[src/rtl/mux_cfg_pkg.sv]
// Shared opcodes, response codes and FSM state type for the console-mux configuration front end.
// Build option: MUX_CFG_READBACK_EN adds the RDBK state.
package mux_cfg_pkg;

   localparam logic [7:0] OP_SEL    = 8'h53;
   localparam logic [7:0] OP_EN     = 8'h45;
   localparam logic [7:0] OP_COMMIT = 8'h41;
   localparam logic [7:0] OP_READ   = 8'h52;

   localparam logic [7:0] RSP_ACK   = 8'h06;
   localparam logic [7:0] RSP_NAK   = 8'h15;

   typedef enum logic [2:0] {
      ST_IDLE    = 3'd0,
      ST_ARG_SEL = 3'd1,
      ST_ARG_EN  = 3'd2,
`ifdef MUX_CFG_READBACK_EN
      ST_RESP    = 3'd3,
      ST_RDBK    = 3'd4
`else
      ST_RESP    = 3'd3
`endif
   } state_e;

endpackage

[src/rtl/mux_cfg_ctrl_if.sv]
// Byte-stream link between the UART side and the configuration front end.
interface mux_cfg_ctrl_if;
   // Both directions use valid/ready: a byte moves on a rising edge where valid && ready;
   // the sender holds data and valid stable until that edge.
   logic [7:0] rx_data;
   logic       rx_valid;
   logic       rx_ready;
   logic [7:0] tx_data;
   logic       tx_valid;
   logic       tx_ready;

   modport master (
      output rx_data, rx_valid, tx_ready,
      input  rx_ready, tx_data, tx_valid
   );

   modport slave (
      input  rx_data, rx_valid, tx_ready,
      output rx_ready, tx_data, tx_valid
   );
endinterface

[src/rtl/mux_cfg_timeout.sv]
// Argument-wait watchdog: counts enabled cycles since the last clear and flags expiry.
// TIMEOUT_CYCLES = 0 disables expiry entirely.
module mux_cfg_timeout #(
   parameter int TIMEOUT_CYCLES = 16
) (
   input  logic clk,
   input  logic rst,
   input  logic clr_i,
   input  logic en_i,
   output logic expire_o
);

   localparam int               CNT_W  = (TIMEOUT_CYCLES > 1) ? $clog2(TIMEOUT_CYCLES) : 1;
   localparam bit               ACTIVE = (TIMEOUT_CYCLES > 0);
   localparam logic [CNT_W-1:0] LAST   = ACTIVE ? CNT_W'(TIMEOUT_CYCLES - 1) : '0;

   logic [CNT_W-1:0] cnt_q;
   logic [CNT_W-1:0] cnt_d;

   // Saturates at LAST so a stalled enable can never wrap into a false second expiry.
   always_comb begin
      cnt_d = cnt_q;
      if (clr_i) begin
         cnt_d = '0;
      end else if (en_i && ACTIVE && (cnt_q != LAST)) begin
         cnt_d = cnt_q + CNT_W'(1);
      end
   end

   always_ff @(posedge clk or posedge rst) begin
      if (rst) begin
         cnt_q <= '0;
      end else begin
         cnt_q <= cnt_d;
      end
   end

   assign expire_o = ACTIVE && en_i && !clr_i && (cnt_q == LAST);

endmodule

[src/rtl/mux_cfg_ctrl.sv]
// Command parser that stages mux selector/enable changes in shadow registers and applies them on commit.
// Build option: MUX_CFG_READBACK_EN enables the 'R' readback stream of the live configuration.
module mux_cfg_ctrl
   import mux_cfg_pkg::*;
#(
   parameter  int INPUT_COUNT    = 4,
   parameter  int OUTPUT_COUNT   = 4,
   parameter  int TIMEOUT_CYCLES = 16,
   localparam int SEL_WIDTH      = (INPUT_COUNT > 1) ? $clog2(INPUT_COUNT) : 1
) (
   input  logic                              clk,
   input  logic                              rst,
   mux_cfg_ctrl_if.slave                     bus,
   output logic [SEL_WIDTH*OUTPUT_COUNT-1:0] selectors,
   output logic [OUTPUT_COUNT-1:0]           enabled_out,
   output state_e                            dbg_state_o
);

   state_e                            state_q;
   logic [SEL_WIDTH*OUTPUT_COUNT-1:0] sel_q;
   logic [SEL_WIDTH*OUTPUT_COUNT-1:0] shadow_sel_q;
   logic [OUTPUT_COUNT-1:0]           en_q;
   logic [OUTPUT_COUNT-1:0]           shadow_en_q;
   logic [7:0]                        tx_data_q;
   logic                              tx_valid_q;
   logic                              rx_fire;
   logic                              in_arg;
   logic                              arg_in_range;
   logic                              tmo_expire;

`ifdef MUX_CFG_READBACK_EN
   localparam int IDX_W = $clog2(OUTPUT_COUNT + 1);
   logic [IDX_W-1:0] rdbk_idx_q;
`endif

   assign bus.rx_ready = (state_q == ST_IDLE) || (state_q == ST_ARG_SEL) || (state_q == ST_ARG_EN);
   assign rx_fire      = bus.rx_valid && bus.rx_ready;
   assign in_arg       = (state_q == ST_ARG_SEL) || (state_q == ST_ARG_EN);
   assign arg_in_range = (int'(bus.rx_data[7:4]) < OUTPUT_COUNT) &&
                         (int'(bus.rx_data[3:0]) < INPUT_COUNT);

   mux_cfg_timeout #(
      .TIMEOUT_CYCLES (TIMEOUT_CYCLES)
   ) u_timeout (
      .clk      (clk),
      .rst      (rst),
      .clr_i    (rx_fire),
      .en_i     (in_arg),
      .expire_o (tmo_expire)
   );

   always_ff @(posedge clk or posedge rst) begin
      if (rst) begin
         state_q      <= ST_IDLE;
         sel_q        <= '0;
         shadow_sel_q <= '0;
         en_q         <= '0;
         shadow_en_q  <= '0;
         tx_data_q    <= 8'h00;
         tx_valid_q   <= 1'b0;
`ifdef MUX_CFG_READBACK_EN
         rdbk_idx_q   <= '0;
`endif
      end else begin
         case (state_q)
            ST_IDLE: begin
               if (rx_fire) begin
                  case (bus.rx_data)
                     OP_SEL: state_q <= ST_ARG_SEL;
                     OP_EN:  state_q <= ST_ARG_EN;
                     OP_COMMIT: begin
                        // The whole routing moves on this one edge so the mux never sees a mix.
                        sel_q      <= shadow_sel_q;
                        en_q       <= shadow_en_q;
                        tx_data_q  <= RSP_ACK;
                        tx_valid_q <= 1'b1;
                        state_q    <= ST_RESP;
                     end
`ifdef MUX_CFG_READBACK_EN
                     OP_READ: begin
                        tx_data_q  <= 8'(en_q);
                        tx_valid_q <= 1'b1;
                        rdbk_idx_q <= '0;
                        state_q    <= ST_RDBK;
                     end
`endif
                     default: begin
                        tx_data_q  <= RSP_NAK;
                        tx_valid_q <= 1'b1;
                        state_q    <= ST_RESP;
                     end
                  endcase
               end
            end

            ST_ARG_SEL: begin
               if (rx_fire) begin
                  if (arg_in_range) begin
                     for (int k = 0; k < OUTPUT_COUNT; k++) begin
                        if (int'(bus.rx_data[7:4]) == k) begin
                           shadow_sel_q[k*SEL_WIDTH +: SEL_WIDTH] <= bus.rx_data[SEL_WIDTH-1:0];
                        end
                     end
                  end
                  tx_data_q  <= arg_in_range ? RSP_ACK : RSP_NAK;
                  tx_valid_q <= 1'b1;
                  state_q    <= ST_RESP;
               end else if (tmo_expire) begin
                  tx_data_q  <= RSP_NAK;
                  tx_valid_q <= 1'b1;
                  state_q    <= ST_RESP;
               end
            end

            ST_ARG_EN: begin
               if (rx_fire) begin
                  shadow_en_q <= bus.rx_data[OUTPUT_COUNT-1:0];
                  tx_data_q   <= RSP_ACK;
                  tx_valid_q  <= 1'b1;
                  state_q     <= ST_RESP;
               end else if (tmo_expire) begin
                  tx_data_q  <= RSP_NAK;
                  tx_valid_q <= 1'b1;
                  state_q    <= ST_RESP;
               end
            end

            ST_RESP: begin
               if (bus.tx_ready) begin
                  tx_valid_q <= 1'b0;
                  state_q    <= ST_IDLE;
               end
            end

`ifdef MUX_CFG_READBACK_EN
            // rdbk_idx_q names the byte currently on tx: 0 is the enable mask, k+1 is selector k.
            ST_RDBK: begin
               if (bus.tx_ready) begin
                  if (rdbk_idx_q == IDX_W'(OUTPUT_COUNT)) begin
                     tx_valid_q <= 1'b0;
                     state_q    <= ST_IDLE;
                  end else begin
                     for (int k = 0; k < OUTPUT_COUNT; k++) begin
                        if (rdbk_idx_q == IDX_W'(k)) begin
                           tx_data_q <= 8'(sel_q[k*SEL_WIDTH +: SEL_WIDTH]);
                        end
                     end
                     rdbk_idx_q <= rdbk_idx_q + IDX_W'(1);
                  end
               end
            end
`endif

            default: begin
               tx_valid_q <= 1'b0;
               state_q    <= ST_IDLE;
            end
         endcase
      end
   end

   assign bus.tx_data  = tx_data_q;
   assign bus.tx_valid = tx_valid_q;
   assign selectors    = sel_q;
   assign enabled_out  = en_q;
   assign dbg_state_o  = state_q;

endmodule

[src/flat_wrapper.sv]
// flat-port wrapper written by rule: the top's interface ports become plain ports
module mux_cfg_ctrl_flat import mux_cfg_pkg::*;
#(
   parameter  int INPUT_COUNT    = 4,
   parameter  int OUTPUT_COUNT   = 4,
   parameter  int TIMEOUT_CYCLES = 16,
   localparam int SEL_WIDTH      = (INPUT_COUNT > 1) ? $clog2(INPUT_COUNT) : 1
)
  (clk, rst, selectors, enabled_out, dbg_state_o, bus_rx_data, bus_rx_valid, bus_tx_ready, bus_rx_ready, bus_tx_data, bus_tx_valid);
  mux_cfg_ctrl_if bus_i ();
  input  logic clk;
  input  logic rst;
  output logic [SEL_WIDTH*OUTPUT_COUNT-1:0] selectors;
  output logic [OUTPUT_COUNT-1:0] enabled_out;
  output state_e dbg_state_o;
  input wire logic [$bits(bus_i.rx_data)-1:0] bus_rx_data;
  input wire logic [$bits(bus_i.rx_valid)-1:0] bus_rx_valid;
  input wire logic [$bits(bus_i.tx_ready)-1:0] bus_tx_ready;
  output wire logic [$bits(bus_i.rx_ready)-1:0] bus_rx_ready;
  output wire logic [$bits(bus_i.tx_data)-1:0] bus_tx_data;
  output wire logic [$bits(bus_i.tx_valid)-1:0] bus_tx_valid;
  assign bus_i.rx_data = bus_rx_data;
  assign bus_i.rx_valid = bus_rx_valid;
  assign bus_i.tx_ready = bus_tx_ready;
  assign bus_rx_ready = bus_i.rx_ready;
  assign bus_tx_data = bus_i.tx_data;
  assign bus_tx_valid = bus_i.tx_valid;
  mux_cfg_ctrl #(.INPUT_COUNT(INPUT_COUNT), .OUTPUT_COUNT(OUTPUT_COUNT), .TIMEOUT_CYCLES(TIMEOUT_CYCLES)) u_core (.clk(clk), .rst(rst), .bus(bus_i), .selectors(selectors), .enabled_out(enabled_out), .dbg_state_o(dbg_state_o));
endmodule
[config.mk]
export PLATFORM = sky130hd
export DESIGN_NAME = mux_cfg_ctrl_flat
export DESIGN_NICKNAME = d
export VERILOG_FILES = /design/src/rtl/mux_cfg_pkg.sv /design/src/rtl/mux_cfg_ctrl_if.sv /design/src/rtl/mux_cfg_timeout.sv /design/src/rtl/mux_cfg_ctrl.sv /design/src/flat_wrapper.sv
export SDC_FILE = /design/constraint.sdc
export NUM_CORES = 1
export LEC_CHECK = 0
export ABC_AREA = 1
export BUFFER_PORTS_ARGS = -buffer_cell sky130_fd_sc_hd__buf_4
export CORE_MARGIN = 2
export CORE_UTILIZATION = 31
export CTS_CLUSTER_SIZE = 28
export DETAILED_ROUTE_END_ITERATION = 6
export GPL_ROUTABILITY_DRIVEN = 0
export PLACE_DENSITY = 0.52
export SLEW_MARGIN = 10
export SYNTH_ARGS = -nofsm -noshare
export SYNTH_HDL_FRONTEND = slang
export SYNTH_HIERARCHICAL = 1
export SYNTH_SLANG_ARGS = --single-unit
[constraint.sdc]
create_clock -name clk -period 4.55 [get_ports clk]
set_input_delay 0.6825 -clock clk [delete_from_list [all_inputs] [get_ports clk]]
set_output_delay 0.6825 -clock clk [all_outputs]
set_load 0.02 [all_outputs]
==> metrics.md <==
| Metric | Value |
|---|---|
| Post-route ant nets | `0` |
| Unrepaired setup endpoints after global routing | `no` |
| DIE WIDTH | `86.2 µm` |
| GRT Residual Overflow | `0` |
| Peak VDD IR | `0.000353 V` |
| Clock latency at the later pin of the worst-skew pair | `approximately 0.29 ns` |
| Slew Limit Fails | `0` |
| Routed wire per std cell | `between 10 and 15 µm` |
| Clock power frac | `20.8%` |
| Routed WL | `4530 µm` |
| Max_cap viols | `0` |
| Largest net degree at the start of global routing | `36` |
| CTS Hold Bufs | `0` |
| Die area | `approximately 7400 µm²` |
| First-pass GRT wire length | `7740 µm` |
| Flop pwr share | `33.8%` |
| # DRC | `0` |
| WS Path Type | `flip-flop to flip-flop` |
| CP endpoint kind | `flip-flop` |
| Final Core Density | `39.1%` |
| Combinational fraction of design power | `45.4%` |
| Final Hold Viols | `0` |
| Max Fclk | `0.427 GHz` |
| # resized after CTS | `0` |
| Status | `finished clean` |
| Initial core utilization | `roughly 32%` |
| Synthesis-stage register bit count | `39` |
| Syn Nets | `approximately 280` |
| Switching Share | `42.4%` |
| Switching Power | `0.591 mW` |
| Area grow syn2layout | `20.6%` |
| Clock Pin Slew Worst Setup and Hold Paths | `roughly 0.080 ns` |
| Filler cell count | `between 600 and 700` |
| Post-synth top flop | `dfrtp_1` |
| Initial DRC Count | `slightly below 60` |
| DRT Pass-1 Iters | `4` |
| Vias in the first global route | `1704` |
| Yosys warning count | `6` |
| Tot GR Track Use | `13.2%` |
| Netlist Area Pre-Place | `2090 µm²` |
| PortBufs | `35` |
| Yosys top cell by area | `dfrtp_1` |
| Post-Syn Instances | `~270` |
| Root Driver | `clkbuf_8` |
| Hold WC Path Type | `primary input to async pin` |
| Commonest cells in the netlist | `nand2_1 (77), dfrtp_1 (39), inv_1 (36), nand3_1 (19), nor2_1 (19)` |
| Vias | `1717` |
| Cell Rows | `29` |
| Power density cells | `552 nW/µm²` |
| Asr flop ratio synth | `100%` |
| Final nets | `320` |
| Final setup viols | `0` |
| DR vias/cell | `between 4 and 5` |
| Clock buffer depth | `2` |
| Syn Area/Cell | `7.84 µm²` |
| Clock sink total | `39` |
| TritonCTS clock tree | `yes` |
| Post-CTS Setup Repair Bufs | `0` |
| Worst setup SP type | `flip-flop` |
| Total leakage power | `approximately 1.3 nW` |
| Boundary Pins | `37` |
| Layout cell share with drive strength beyond 1 | `22.7%` |
| Number of flops mapped to enable cells by yosys | `0` |
| ANT cells | `0` |
| Internal power | `0.802 mW` |
| Die height | `approximately 86 µm` |
| Synth area leaders | `dfrtp_1 (47%), nand2_1 (14%), inv_1 (6.5%), nand3_1 (4.5%), o21ai_0 (4.3%)` |
| Area share of the largest cell type after synthesis | `around 47%` |
| Worst Path Required | `~4.8 ns` |
| Critical path arrival | `2.55 ns` |
| Slew @ Worst Pin | `between 0.9 and 1 ns` |
| Initial antenna violation count | `0` |
| H-tree levels | `2` |
| Worst Clk Skew | `0.00591 ns` |
| Crit path time final | `about 2.3 ns` |
| Area of the core | `around 6500 µm²` |
| Crit path max fanout | `10` |
| Placed wire-length estimate | `between 3000 and 4000 µm` |
| Cell with the most instances after synthesis | `nand2_1` |
| Netlist cell types | `27` |
| CTS buffer count | `5` |
| Fin Setup TNS | `0 ns` |
| Sequential share of the synthesized area | `46.6%` |
| Final Cycle Share | `51.4%` |
| Relative slew slack | `33.1%` |
final timing paths:
check | from | endpoint | slack [ns] | cells after the start
max | u_core/dbg_state_o[0]$_DFFE_PP0P_ | u_core/dbg_state_o[0]$_DFFE_PP0P_ | 2.21 | 10
min | rst | u_core/u_timeout/cnt_q[1]$_DFFE_PP0P_ | 0.27 | 2
max reg2reg | u_core/dbg_state_o[0]$_DFFE_PP0P_ | u_core/dbg_state_o[0]$_DFFE_PP0P_ | 2.21 | 10
min reg2reg | u_core/shadow_sel_q[5]$_DFFE_PP0P_ | u_core/selectors[5]$_DFFE_PP0P_ | 0.49 | 2
max in group asynchronous | rst | u_core/shadow_en_q[0]$_DFFE_PP0P_ | 3.71 | 3
min in group clk | u_core/shadow_sel_q[5]$_DFFE_PP0P_ | u_core/selectors[5]$_DFFE_PP0P_ | 0.49 | 2
critical path, stage by stage (launching register included):
cell and delay, ns:
dfrtp_1 0.40, inv_1 0.10, ha_1 0.48, nand2_1 0.09
nor2_1 0.44, inv_1 0.11, nand3_1 0.13, o21ai_1 0.09
nor2_1 0.19, nand2_1 0.10, o22ai_1 0.13
cells in the final DEF (no fill, tap or decap), types with 3 or more instances in the layout:
cell	count
nand3_1	19
o21ai_0	18
nor2_4	3
clkbuf_8	5
inv_1	36
nor2_1	19
dfrtp_1	39
ha_1	5
nand4_1	5
inv_2	4
nand2_1	77
o21ai_2	10
nand2_2	5
nor3_1	6
buf_4	36
per-stage QoR:
| step | std cells | cell area [µm²] | setup WS (ns) | total power [mW] | hold slack [ns] |
|---|---|---|---|---|---|
| final | 381 | 2530 | 2.21 | 1.39 | 0.271 |
| after global routing | 381 | 2530 | 1.92 | 1.51 | 0.270 |
| after CTS | 381 | 2530 | 2.23 | 1.41 | 0.267 |
| after detailed placement | 373 | 2410 | 2.18 | 1.11 | 0.467 |
| after global placement | 373 | 2410 | 2.20 | 1.11 | 0.468 |
| after floorplan | 267 | 2090 | 2.60 | 0.928 | 0.449 |
power groups by stage:
stage / logic [mW] / clock network (mW) / registers [mW]
global route: 0.717 / 0.316 / 0.480
detailed placement: 0.636 / 0 / 0.478
finish: 0.633 / 0.290 / 0.471
global placement: 0.633 / 0 / 0.476
CTS: 0.639 / 0.302 / 0.471
floorplan: 0.413 / 0 / 0.515
kinds of logic (layout without fill, tap and decap cells):
kind of cell | after synthesis | after routing | share of synthesized area, %
compound gates | 35 | 35 | 10.5
buf+inv | 47 | 84 | 9.44
simple gates | 140 | 140 | 30.3
fa+ha+maj | 5 | 5 | 2.99
other cells | 1 | 1 | 0.179
flops | 39 | 39 | 46.6
routing by layer:
metal	up-vias	global-route usage, %	share of wire [%]
li1	910	-	-
met1	777	17.2	50
met2	28	21.8	46
met3	2	3.52	3.6
met4	0	3.55	0.33
met5	-	0	0
flip-flops by register name (all words and copies together) (netlist names):
signal and cells:
u_core/shadow_sel_q 8, u_core/selectors 8, u_core/bus.tx_data 8, u_core/dbg_state_o 2, u_core/u_timeout/cnt_q 4, u_core/bus.tx_valid 1, u_core/enabled_out 4, u_core/shadow_en_q 4
final cells by class:
cell class / instances / area, µm² / share of cell area, %
clock inverters: 3 / 43.8 / 1.73
well taps: 77 / 96.3 / 3.81
inverters: 40 / 150 / 5.94
repair buffers: 36 / 270 / 10.7
multi-input cells: 181 / 921 / 36.5
flip-flops and latches: 39 / 976 / 38.6
clock buffers: 5 / 68.8 / 2.72
Note: power is estimated with default switching activity, not from simulation.
